## src/rtl/shift_add_mult_if.sv

```systemverilog
// Start/operand/result bundle between the shift-and-add multiplier and its requester.
interface shift_add_mult_if #(
  parameter int unsigned WL = 4
);

  logic              start;
  logic [WL-1:0]     a;
  logic [WL-1:0]     b;
  logic              busy;
  logic              done;
  logic [2*WL-1:0]   p;

  modport master (
    output start,
    output a,
    output b,
    input  busy,
    input  done,
    input  p
  );

  modport slave (
    input  start,
    input  a,
    input  b,
    output busy,
    output done,
    output p
  );

endinterface

```

## src/rtl/shift_add_mult.sv

```systemverilog
// Iterative unsigned shift-and-add multiplier: one multiplier bit per cycle, LSB first,
// 2*WL-bit product held in a register that changes only on completion or reset.
module shift_add_mult #(
  parameter int unsigned WL = 4
) (
  input  logic              clk,
  input  logic              rst,
  shift_add_mult_if.slave   bus
);

  localparam int unsigned PW = 2 * WL;
  localparam int unsigned CW = $clog2(WL + 1);
  localparam int unsigned SW = WL + 1;

  typedef enum logic {
    IDLE = 1'b0,
    CALC = 1'b1
  } state_t;

  state_t          state_q, state_d;
  logic [WL-1:0]   a_reg_q, a_reg_d;
  logic [PW-1:0]   acc_q,   acc_d;
  logic [CW-1:0]   cnt_q,   cnt_d;
  logic [PW-1:0]   p_q,     p_d;
  logic            done_q,  done_d;

  logic [SW-1:0]   sum;
  logic [PW-1:0]   acc_step;

  // Conditional add of the multiplicand into the upper half; carry lands in the MSB after the shift.
  always_comb begin
    sum      = SW'(acc_q[PW-1:WL]);
    if (acc_q[0]) begin
      sum = SW'(acc_q[PW-1:WL]) + SW'(a_reg_q);
    end
    acc_step = {sum, acc_q[WL-1:1]};
  end

  always_comb begin
    state_d = state_q;
    a_reg_d = a_reg_q;
    acc_d   = acc_q;
    cnt_d   = cnt_q;
    p_d     = p_q;
    done_d  = 1'b0;

    unique case (state_q)
      IDLE: begin
        if (bus.start) begin
          a_reg_d = bus.a;
          acc_d   = {WL'(0), bus.b};
          cnt_d   = CW'(0);
          state_d = CALC;
        end
      end
      CALC: begin
        acc_d = acc_step;
        cnt_d = cnt_q + CW'(1);
        if (cnt_q == CW'(WL - 1)) begin
          p_d     = acc_step;
          done_d  = 1'b1;
          state_d = IDLE;
        end
      end
      default: state_d = IDLE;
    endcase
  end

  always_ff @(posedge clk or posedge rst) begin
    if (rst) begin
      state_q <= IDLE;
      a_reg_q <= '0;
      acc_q   <= '0;
      cnt_q   <= '0;
      p_q     <= '0;
      done_q  <= 1'b0;
    end else begin
      state_q <= state_d;
      a_reg_q <= a_reg_d;
      acc_q   <= acc_d;
      cnt_q   <= cnt_d;
      p_q     <= p_d;
      done_q  <= done_d;
    end
  end

  assign bus.busy = (state_q == CALC);
  assign bus.done = done_q;
  assign bus.p    = p_q;

endmodule
```

## src/flat_wrapper.sv

```systemverilog
// flat-port wrapper written by rule: the top's interface ports become plain ports
module shift_add_mult_flat 
#(
  parameter int unsigned WL = 4
)
  (clk, rst, bus_start, bus_a, bus_b, bus_busy, bus_done, bus_p);
  shift_add_mult_if #(.WL(WL)) bus_i ();
  input  logic clk;
  input  logic rst;
  input wire logic [$bits(bus_i.start)-1:0] bus_start;
  input wire logic [$bits(bus_i.a)-1:0] bus_a;
  input wire logic [$bits(bus_i.b)-1:0] bus_b;
  output wire logic [$bits(bus_i.busy)-1:0] bus_busy;
  output wire logic [$bits(bus_i.done)-1:0] bus_done;
  output wire logic [$bits(bus_i.p)-1:0] bus_p;
  assign bus_i.start = bus_start;
  assign bus_i.a = bus_a;
  assign bus_i.b = bus_b;
  assign bus_busy = bus_i.busy;
  assign bus_done = bus_i.done;
  assign bus_p = bus_i.p;
  shift_add_mult #(.WL(WL)) u_core (.clk(clk), .rst(rst), .bus(bus_i));
endmodule
```

## config.mk

```make
export PLATFORM = sky130hd
export DESIGN_NAME = shift_add_mult_flat
export DESIGN_NICKNAME = d
export VERILOG_FILES = /design/src/rtl/shift_add_mult_if.sv /design/src/rtl/shift_add_mult.sv /design/src/flat_wrapper.sv
export SDC_FILE = /design/constraint.sdc
export NUM_CORES = 1
export LEC_CHECK = 0
export BUFFER_PORTS_ARGS = -buffer_cell sky130_fd_sc_hd__clkbuf_2
export CAP_MARGIN = 10
export CORE_MARGIN = 5
export CORE_UTILIZATION = 54
export DETAILED_ROUTE_END_ITERATION = 7
export PLACE_DENSITY = 0.77
export REMOVE_ABC_BUFFERS = 1
export SYNTH_ARGS = -nofsm -noshare
export SYNTH_HDL_FRONTEND = slang
export SYNTH_SLANG_ARGS = --single-unit
```

## constraint.sdc

```tcl
create_clock -name clk -period 1.8 [get_ports clk]
set_input_delay 0.36 -clock clk [delete_from_list [all_inputs] [get_ports clk]]
set_output_delay 0.36 -clock clk [all_outputs]
set_load 0.1 [all_outputs]
```

==> results.yml <==
status:
  status: "finished clean"
critical_path:
  timing.rr.start: "u_core.acc_q[4]"
  cp.arrival_ns: 1.92
  critPathMaxFanout: 3
  cp-end-kind: "register"
  worstSetupPathType: "reg2reg"
  critical_path_required_ns: 2.00
  slowest_delay_ns: 0.42
  cpMaxStageDelayCell: "dfrtp_1"
  timing.critical_path.cells: "ha_1 -> fa_1 -> a21o_1 -> a21oi_1 -> o32ai_1"
  rrSetupSlack_ns: 0.08
  start_kind: "register"
  reg2reg_depth: 5
  timing.rr.end: "u_core.acc_q[7]"
drt:
  drcViolationCount: 0
  routed_via_density: 5.361
  ant_nets: 0
  drt_iter0_markers: 8
  wl_um: 2170
  wl_per_cell_um: 14.00
  via_count: 831
  firstDrtPassIters: 4
synth:
  synth_cell_types: 29
  synth_area_um2: 1191
  postSynthCellCount: 102
  ys.warnings.count: 0
  avgSynthCellArea_um2: 11.68
  yosysSeqAreaShare: 0.5252
  ys_ff_latch: 25
cts:
  cts-buffers-inserted: 3
  cts_resized: 0
  clk_path_buf_depth: 2
  htree_levels: 1
  clockRootBuffer: "clkbuf_4"
  clock-sinks: 25
  ctsHoldBuffers: 0
  worst_skew_pair.late_latency_ns: 0.32
  cts_setup_buffers: 0
  path_clk_slew_ns: 0.13
  cts_tree: "done"
global_routing:
  grt_pass1_vias: 886
  grt_pass1_wl_um: 4077
  grt_util_all_layers: 0.1631
  antenna_found_initial: 0
  grt_max_degree: 26
  grt_overflow: 0
floorplan:
  die_h_um: 56.97
  core_area_um2: 2148
  ioPinCount: 21
  fp.dieArea_um2: 3245
  die_w_um: 56.97
  start_util: 0.5545
  placement_rows: 17
sta:
  rsz0062_at_grt: "false"
  fin_worst_skew_ns: 0.002176
  hold_viol: 0
  max_slew_margin: 0.6407
  period_needed_ns: 1.718
  setup_violations: 0
  fmax_mhz: 582.1
  worst_pin_slew_ns: 0.5412
  finalCritPeriodShare: 0.9544
  maxSlewViolCount: 0
layout:
  nFillCells: 182
  area_growth_pct: 16.39
  drive_gt1_frac: 0.3307
  num-nets-final: 146
  post-route-cell-area_um2: 1386
  fin_cells: 155
  diodes: 0
  final_core_util: 0.6453
flow_run:
  max_cap_viol_count: 0
place:
  hpwl_um: 1672
  dp.cells: 151
  gp_congestion: 0.8163
  dpl_cell_area_um2: 1359
  io_buffers: 20
hold_path:
  hold_class: "in2async"
[sequential cells by signal, indices dropped and copies added (netlist names)]
register / flops
u_core.bus.p: 8
u_core.cnt_q: 3
u_core.bus.busy: 1
u_core.acc_q: 8
u_core.bus.done: 1
u_core.a_reg_q: 4
[area by class of cell]
class | count | area, µm² | share of cell area
repair buffers | 26 | 160.2 | 0.1155
inverters | 5 | 18.77 | 0.01354
clock buffers | 3 | 22.52 | 0.01625
flip-flops and latches | 25 | 625.6 | 0.4513
clock inverters | 1 | 5.005 | 0.003610
well taps | 28 | 35.03 | 0.02527
multi-input cells | 67 | 519.2 | 0.3745
[worst max-delay path by stage]
| stage | cells after the start | endpoint | start |
|---|---|---|---|
| detailed placement | 5 | u_core.acc_q[7] | u_core.acc_q[4] |
| CTS | 5 | u_core.acc_q[7] | u_core.acc_q[4] |
| global placement | 4 | u_core.bus.p[4] | u_core.acc_q[4] |
| floorplan | 4 | u_core.bus.p[6] | u_core.bus.busy |
| finish | 5 | u_core.acc_q[7] | u_core.acc_q[4] |
| global route | 6 | u_core.acc_q[5] | u_core.acc_q[4] |
[critical path, delay by kind of cell, from the launching register on]
| kind | cells | cell delay [ns] |
|---|---|---|
| DFF | 1 | 0.42 |
| AOI/OAI and AO/OA | 3 | 0.53 |
| adders and majority gates | 2 | 0.64 |
[layout by cell type (no fill, tap or decap), types with 2 or more instances in the layout]
master / count
dfrtp_1: 25
clkbuf_2: 19
mux2_2: 10
nand2_1: 9
o21ai_0: 6
mux2i_1: 6
ha_1: 6
buf_4: 6
inv_1: 4
nor2_1: 3
a21oi_1: 3
nand2b_1: 3
clkbuf_4: 3
or3_1: 2
nand4_1: 2
a21o_1: 2
nor2b_1: 2
o31ai_1: 2
[stage by stage]
step           hold WS (ns)  setup slack, ns  setup TNS [ns]
3_3_place_gp         0.4031           0.1406               0
3_5_place_dp         0.4088          0.09557               0
5_1_grt             0.05273         0.004524               0
2_1_floorplan        0.3873          -0.6805          -4.723
4_1_cts             0.04317          0.08354               0
6_report            0.03335          0.08210               0
[synth_stat cells]
master    instances  share of area
dfrtp_1          25           0.53
mux2_2           10          0.095
nand2_1           9          0.028
ha_1              6          0.063
mux2i_1           6          0.050
o21ai_0           6          0.025
buf_2             4          0.017
inv_1             4          0.013
a21oi_1           3          0.013
nand2b_1          3          0.016
nor2_1            3         0.0095
a21o_1            2          0.013
nand4_1           2          0.011
nor2b_1           2          0.011
o31ai_1           2          0.013
or3_1             2          0.011
a211o_1           1         0.0074
a211oi_1          1         0.0063
a21oi_2           1         0.0074
a22o_1            1         0.0074
a31oi_1           1         0.0053
buf_4             1         0.0063
fa_1              1          0.017
inv_2             1         0.0031
nand3_1           1         0.0042
nor3_1            1         0.0042
nor3b_1           1         0.0063
o32ai_1           1         0.0074
xnor2_1           1         0.0074
[kinds of logic (layout without fill, tap and decap cells)]
group	after synthesis	after routing	synth area share
AND/OR/NAND/NOR	24	24	0.09978
flip-flops	25	25	0.5252
XOR/XNOR	1	1	0.007354
multiplexers	16	16	0.1450
AO/OA/AOI/OAI	19	19	0.1040
buffers and inverters	10	35	0.03886
adder cells (fa/ha/maj)	7	7	0.07983
[layer usage]
layer	share of wire	routed length, µm	up-vias	global-route usage
met5	0	0	-	0
met3	0.047	101	5	0.04072
li1	-	-	410	-
met4	0.023	50	0	0.07947
met1	0.43	940	395	0.2017
met2	0.50	1077	21	0.2659
Power is left out: the tool's default activity adds up to more than one toggle a clock period on the data nets, which glitch-free logic cannot reach.
